### src/rtl/pll_seq_pkg.sv
// Shared state encoding and parameter defaults for the PLL lock sequencer.
package pll_seq_pkg;

    typedef enum logic [2:0] {
        ST_PLL_RST   = 3'd0,
        ST_WAIT_LOCK = 3'd1,
        ST_SETTLE    = 3'd2,
        ST_RUN       = 3'd3,
        ST_PWRDN     = 3'd4,
        ST_FAIL      = 3'd5
    } state_t;

    localparam int RST_CYC_DEF      = 16;
    localparam int LOCK_TIMEOUT_DEF = 100000;
    localparam int SETTLE_CYC_DEF   = 1024;
    localparam int MAX_RETRY_DEF    = 4;

    function automatic int max3(input int a, input int b, input int c);
        int m;
        m = (a > b) ? a : b;
        return (m > c) ? m : c;
    endfunction

endpackage

### src/rtl/sync_2ff.sv
// Two-flop synchronizer for a single asynchronous bit; resets to 0.
module sync_2ff (
    input  logic clk,
    input  logic rst,
    input  logic d,
    output logic q
);

    logic meta_reg;
    logic sync_reg;

    always_ff @(posedge clk or posedge rst) begin
        if (rst) begin
            meta_reg <= 1'b0;
            sync_reg <= 1'b0;
        end else begin
            meta_reg <= d;
            sync_reg <= meta_reg;
        end
    end

    assign q = sync_reg;

endmodule

### src/rtl/pll_lock_seq.sv
// PLL reset/lock/settle sequencer with retry, failure and power-down handling.
// Optional lock-loss counter enabled by defining PLLSEQ_LOSS_CNT_EN.
module pll_lock_seq
    import pll_seq_pkg::*;
#(
    parameter int RST_CYC      = RST_CYC_DEF,
    parameter int LOCK_TIMEOUT = LOCK_TIMEOUT_DEF,
    parameter int SETTLE_CYC   = SETTLE_CYC_DEF,
    parameter int MAX_RETRY    = MAX_RETRY_DEF
) (
    input  logic       clk,
    input  logic       rst,
    input  logic       lock_i,
    input  logic       pwrdn_req_i,
    output logic       pll_rst_o,
    output logic       pll_pwrdn_o,
    output logic       dom_rst_o,
    output logic       ready_o,
    output logic       fail_o,
    output logic [2:0] state_o,
    output logic [3:0] retry_cnt_o,
    output logic [7:0] loss_cnt_o
);

    localparam int TW = $clog2(max3(RST_CYC, LOCK_TIMEOUT, SETTLE_CYC)) + 1;
    localparam logic [TW-1:0] RST_LAST     = TW'(RST_CYC - 1);
    localparam logic [TW-1:0] TIMEOUT_LAST = TW'(LOCK_TIMEOUT - 1);
    localparam logic [TW-1:0] SETTLE_LAST  = TW'(SETTLE_CYC - 1);
    localparam logic [3:0]    RETRY_LIMIT  = 4'(MAX_RETRY);

    logic lock;

    sync_2ff u_sync (
        .clk (clk),
        .rst (rst),
        .d   (lock_i),
        .q   (lock)
    );

    state_t          state_reg,  state_next;
    logic [TW-1:0]   timer_reg,  timer_next;
    logic [3:0]      retry_reg,  retry_next;
    logic            pll_rst_reg,   pll_rst_next;
    logic            pll_pwrdn_reg, pll_pwrdn_next;
    logic            dom_rst_reg,   dom_rst_next;
    logic            ready_reg,     ready_next;
    logic            fail_reg,      fail_next;

    always_comb begin
        state_next = state_reg;
        timer_next = '0;
        retry_next = retry_reg;

        case (state_reg)
            ST_PLL_RST: begin
                if (timer_reg == RST_LAST) state_next = ST_WAIT_LOCK;
                else                       timer_next = timer_reg + 1'b1;
            end
            ST_WAIT_LOCK: begin
                // Lock seen on the timeout cycle still counts as a lock.
                if (lock) begin
                    state_next = ST_SETTLE;
                end else if (timer_reg == TIMEOUT_LAST) begin
                    retry_next = retry_reg + 4'd1;
                    state_next = (retry_reg + 4'd1 == RETRY_LIMIT) ? ST_FAIL : ST_PLL_RST;
                end else begin
                    timer_next = timer_reg + 1'b1;
                end
            end
            ST_SETTLE: begin
                if (!lock) begin
                    state_next = ST_WAIT_LOCK;
                end else if (timer_reg == SETTLE_LAST) begin
                    state_next = ST_RUN;
                    retry_next = 4'd0;
                end else begin
                    timer_next = timer_reg + 1'b1;
                end
            end
            ST_RUN: begin
                if (!lock) state_next = ST_PLL_RST;
            end
            ST_PWRDN: begin
                if (!pwrdn_req_i) begin
                    state_next = ST_PLL_RST;
                    retry_next = 4'd0;
                end
            end
            ST_FAIL: begin
                state_next = ST_FAIL;
            end
            default: begin
                state_next = ST_PLL_RST;
            end
        endcase

        if (pwrdn_req_i) begin
            state_next = ST_PWRDN;
            timer_next = '0;
            retry_next = retry_reg;
        end

        // Outputs are decoded from the next state so they register alongside it.
        pll_rst_next   = (state_next != ST_WAIT_LOCK) && (state_next != ST_SETTLE)
                         && (state_next != ST_RUN);
        pll_pwrdn_next = (state_next == ST_PWRDN);
        dom_rst_next   = (state_next != ST_RUN);
        ready_next     = (state_next == ST_RUN);
        fail_next      = (state_next == ST_FAIL);
    end

    always_ff @(posedge clk or posedge rst) begin
        if (rst) begin
            state_reg     <= ST_PLL_RST;
            timer_reg     <= '0;
            retry_reg     <= 4'd0;
            pll_rst_reg   <= 1'b1;
            pll_pwrdn_reg <= 1'b0;
            dom_rst_reg   <= 1'b1;
            ready_reg     <= 1'b0;
            fail_reg      <= 1'b0;
        end else begin
            state_reg     <= state_next;
            timer_reg     <= timer_next;
            retry_reg     <= retry_next;
            pll_rst_reg   <= pll_rst_next;
            pll_pwrdn_reg <= pll_pwrdn_next;
            dom_rst_reg   <= dom_rst_next;
            ready_reg     <= ready_next;
            fail_reg      <= fail_next;
        end
    end

`ifdef PLLSEQ_LOSS_CNT_EN
    logic       loss_inc;
    logic [7:0] loss_reg;

    assign loss_inc = (state_reg == ST_RUN) && !lock && !pwrdn_req_i;

    always_ff @(posedge clk or posedge rst) begin
        if (rst)                              loss_reg <= 8'd0;
        else if (loss_inc && loss_reg != 8'hFF) loss_reg <= loss_reg + 8'd1;
    end

    assign loss_cnt_o = loss_reg;
`else
    assign loss_cnt_o = 8'd0;
`endif

    assign pll_rst_o   = pll_rst_reg;
    assign pll_pwrdn_o = pll_pwrdn_reg;
    assign dom_rst_o   = dom_rst_reg;
    assign ready_o     = ready_reg;
    assign fail_o      = fail_reg;
    assign state_o     = state_reg;
    assign retry_cnt_o = retry_reg;

endmodule

### config.mk
export PLATFORM = sky130hd
export DESIGN_NAME = pll_lock_seq
export DESIGN_NICKNAME = d
export VERILOG_FILES = /design/src/rtl/pll_seq_pkg.sv /design/src/rtl/sync_2ff.sv /design/src/rtl/pll_lock_seq.sv
export SDC_FILE = /design/constraint.sdc
export NUM_CORES = 1
export LEC_CHECK = 0
export ABC_AREA = 1
export CELL_PAD_IN_SITES_DETAIL_PLACEMENT = 0
export CELL_PAD_IN_SITES_GLOBAL_PLACEMENT = 1
export CORE_MARGIN = 2
export CORE_UTILIZATION = 44
export DETAILED_ROUTE_END_ITERATION = 8
export GPL_TIMING_DRIVEN = 0
export MAX_ROUTING_LAYER = met4
export PLACE_DENSITY_LB_ADDON = 0.1
export SLEW_MARGIN = 20
export SYNTH_ARGS = -nofsm -noshare
export SYNTH_HDL_FRONTEND = slang
export SYNTH_SLANG_ARGS = --single-unit
### constraint.sdc
create_clock -name clk -period 3.7 [get_ports clk]
set_clock_uncertainty 0.1 [all_clocks]
set_input_delay 0.74 -clock clk [delete_from_list [all_inputs] [get_ports clk]]
set_output_delay 0.74 -clock clk [all_outputs]
set_load 0.02 [all_outputs]
==> impl_table.tex <==
\begin{tabular}{lr}
\hline
Metric & Value \\
\hline
\multicolumn{2}{l}{\textbf{Route}} \\
Detailed Route WL & 3920 um \\
Routed len/inst & 11.9 um \\
Drt first-iter violations & 76 \\
First-pass iteration count of the detailed router & 4 \\
Via-to-Cell Ratio & between 4 and 5 \\
Via count of the routed design & 1583 \\
ANT nets after route & 0 \\
DR DRC count & 0 \\
\multicolumn{2}{l}{\textbf{Setup path}} \\
Peak fanout along the critical path & 7 \\
Data arrival time at the worst-slack endpoint & 1.40 ns \\
List of cells traversed by the critical path & clkdlybuf4s50\_1 \\
Worst reg2reg setup slack & $\sim$1.7 ns \\
Worst r2r path cells & 9 \\
Worst r2r dst & timer\_reg[11] \\
Startpoint type of the worst setup path & register \\
Data required time at the worst endpoint & 2.86 ns \\
Cell family with most CP delay & buffers and inverters \\
Instance count on the critical path & 1 \\
Setup crit end kind & primary output \\
Launching point of the worst reg2reg path & timer\_reg[0] \\
Critical-path top delay cell & sky130\_fd\_sc\_hd\_\_clkdlybuf4s50\_1 \\
Bufs and invs on worst path & 1 \\
Type of the setup path with the least slack & reg -> out \\
Highest cell delay on the worst timing path & around 0.65 ns \\
\multicolumn{2}{l}{\textbf{CTS}} \\
Post-CTS clock slew at the launch and capture registers of the worst setup and hold paths & 0.07 ns \\
Setup Buffers After CTS & 0 \\
TritonCTS clock tree & built \\
CTS Buf Count & 5 \\
Sinks on the clock net & 32 \\
CTS Root Buffer Type & sky130\_fd\_sc\_hd\_\_clkbuf\_8 \\
H-tree depth & 2 \\
Count of cells resized by post-cts repair & 0 \\
Post-CTS Hold Fix Bufs & 0 \\
Maximum buffer depth of the clock tree & 2 \\
Clk Latency, worst-skew pair & 0.28 ns \\
\multicolumn{2}{l}{\textbf{Yosys}} \\
Average cell area after synthesis & 7.81 sq um \\
Cell count after synthesis & 246 \\
Synth warn & 0 \\
Number of storage elements in the synthesis netlist & 32 \\
Fraction of the yosys area taken by sequential cells & 41.8\% \\
Yosys cell types & 33 \\
Area of the mapped netlist & 1920 sq um \\
\multicolumn{2}{l}{\textbf{Power}} \\
Net switching share of the total power & about 25\% \\
Portion of total power attributed to the clock network & 38.5\% \\
Switching power & 0.180 mW \\
Leakage power of the design & roughly 1.1 nW \\
Cell internal pwr & 0.540 mW \\
Power density cells & 320 nW/um\^{}2 \\
Fraction of power consumed by combinational cells & 10.3\% \\
Total power after layout & about 0.7 mW \\
Max rail drop VDD & 0.195 mV \\
Share of power burned in registers & 51.1\% \\
\multicolumn{2}{l}{\textbf{Place}} \\
Half-perimeter wire length of the detailed placement result & 2940 um \\
Count of buffers inserted at the top-level ports & 15 \\
Routability congestion estimate from global placement & 0.885 \\
\multicolumn{2}{l}{\textbf{STA}} \\
Number of slew-limit violations in the final report & 0 \\
Actual slew at the worst max-slew pin & approximately 0.67 ns \\
Count of endpoints failing setup in the final report & 0 \\
Time the worst path needs with I/O delays and setup & 2.24 ns \\
Setup repair after global routing missed its margin & no \\
Slew Limit Headroom & 55.5\% \\
Setup TNS & 0 ns \\
Worst hold margin & 0.250 ns \\
Number of hold violations in the final report & 0 \\
Upper clock frequency limit & 446 MHz \\
Final worst path period share & between 60\% and 70\% \\
\multicolumn{2}{l}{\textbf{Final layout}} \\
Number of diodes added for antenna fixing & 0 \\
Leading cell types in the layout, fill and taps excluded & sky130\_fd\_sc\_hd\_\_nand2\_1 (43), sky130\_fd\_sc\_hd\_\_inv\_1 (34), sky130\_fd\_sc\_hd\_\_nor2\_1 (33) \\
Max FFs per register & 18 \\
Count of nets after finishing & 282 \\
Most common cell after layout, fill and taps aside & sky130\_fd\_sc\_hd\_\_nand2\_1 \\
Layout cells sized above 1 & roughly 16\% \\
Area growth from synthesis to layout & 17.3\% \\
\multicolumn{2}{l}{\textbf{Floorplan}} \\
Die outline height & between 70 and 80 um \\
I/O pin count & 24 \\
Die area & 4910 sq um \\
Core Footprint & 4290 sq um \\
Effective utilization at floorplan & 44.8\% \\
Placement row count & 24 \\
Die extent in x & approximately 70 um \\
\multicolumn{2}{l}{\textbf{Hold path}} \\
HP Start & u\_sync.meta\_reg \\
Hold Crit Class & reg -> reg \\
Worst Hold Depth & 0 \\
WHS Endpoint & u\_sync.q \\
\multicolumn{2}{l}{\textbf{GRT}} \\
Via count of the first global-routing pass & about 1600 \\
Largest net degree at the start of global routing & 33 \\
Global-route wire length before repair & 7040 um \\
Overall Global Routing Usage & a little under a fifth \\
Initial antenna violation count & 0 \\
Congestion Overflow GR & 0 \\
\multicolumn{2}{l}{\textbf{Job}} \\
\# Max-Cap Violations & 0 \\
\multicolumn{2}{l}{\textbf{Outcome}} \\
Result of the run & finished, final reports clean \\
\hline
\end{tabular}
## power groups by stage
stage | clock (mW) | sequential (mW) | combinational [mW]
final | 0.278 | 0.368 | 0.0746
after global routing | 0.297 | 0.370 | 0.0840
after CTS | 0.290 | 0.368 | 0.0762
after detailed placement | 0 | 0.375 | 0.0761
after global placement | 0 | 0.375 | 0.0747
after floorplan | 0 | 0.380 | 0.0448
## how the worst max path moves through the flow
stage,from,slack [ns],endpoint
CTS,state_o[2],1.45,state_o[2]
finish,state_o[2],1.46,state_o[2]
global route,state_o[2],1.39,state_o[2]
floorplan,retry_cnt_o[0],1.95,ready_o
global placement,rst,1.33,timer_reg[11]
detailed placement,pwrdn_req_i,1.44,retry_cnt_o[2]
## cells in the mapped netlist, drive strengths merged
cell    count  area, sq um
o211ai      2         28.8
nand4      10         62.6
xor2        9         78.8
clkbuf      1         3.75
dfstp       2         52.6
a21oi       2         10.0
nand3      24          130
ha          3         37.5
nand2      47          191
nor3        8         61.3
buf        10         85.1
or2         2         12.5
nor2b       1         6.26
conb        1         3.75
xnor2       1         8.76
dfrtp      30          751
inv        37          139
o22ai       1         6.26
nor3b       1         7.51
nor2       43          186
o21ai      11         58.8
## layer usage
metal / share of wire, % / GRT usage (%) / vias up
li1: - / - / 824
met1: 50 / 25.4 / 716
met2: 44 / 27.3 / 33
met3: 3.9 / 4.33 / 10
met4: 2.3 / 6.84 / 0
met5: 0 / - / -
## kinds of logic after synthesis
logic type	count (synthesis)	share of synthesized area, %
flops	32	41.8
compound gates	16	5.40
simple gates	136	34.2
buf+inv	48	11.8
fa+ha+maj	3	1.95
other cells	1	0.195
xor+xnor	10	4.56
## metrics by stage
stage / util, % / instances / worst slack [ns] / instance area (sq um)
2_1_floorplan: - / 253 / 1.95 / 1950
3_3_place_gp: 50.4 / 320 / 1.33 / 2160
3_5_place_dp: 50.4 / 320 / 1.44 / 2160
4_1_cts: 52.5 / 328 / 1.45 / 2250
5_1_grt: 52.5 / 328 / 1.39 / 2250
6_report: 52.5 / 328 / 1.46 / 2250
## area by class of cell
class                      count  area [sq um]
tap                           52          65.1
clock buffer                   8          90.1
inverter                      37           139
sequential                    32           803
fill                         463          2040
multi-input combinational    173           917
timing repair buffer          15           150
buffer                        11          88.8
Power figures use the tool's default switching activity.
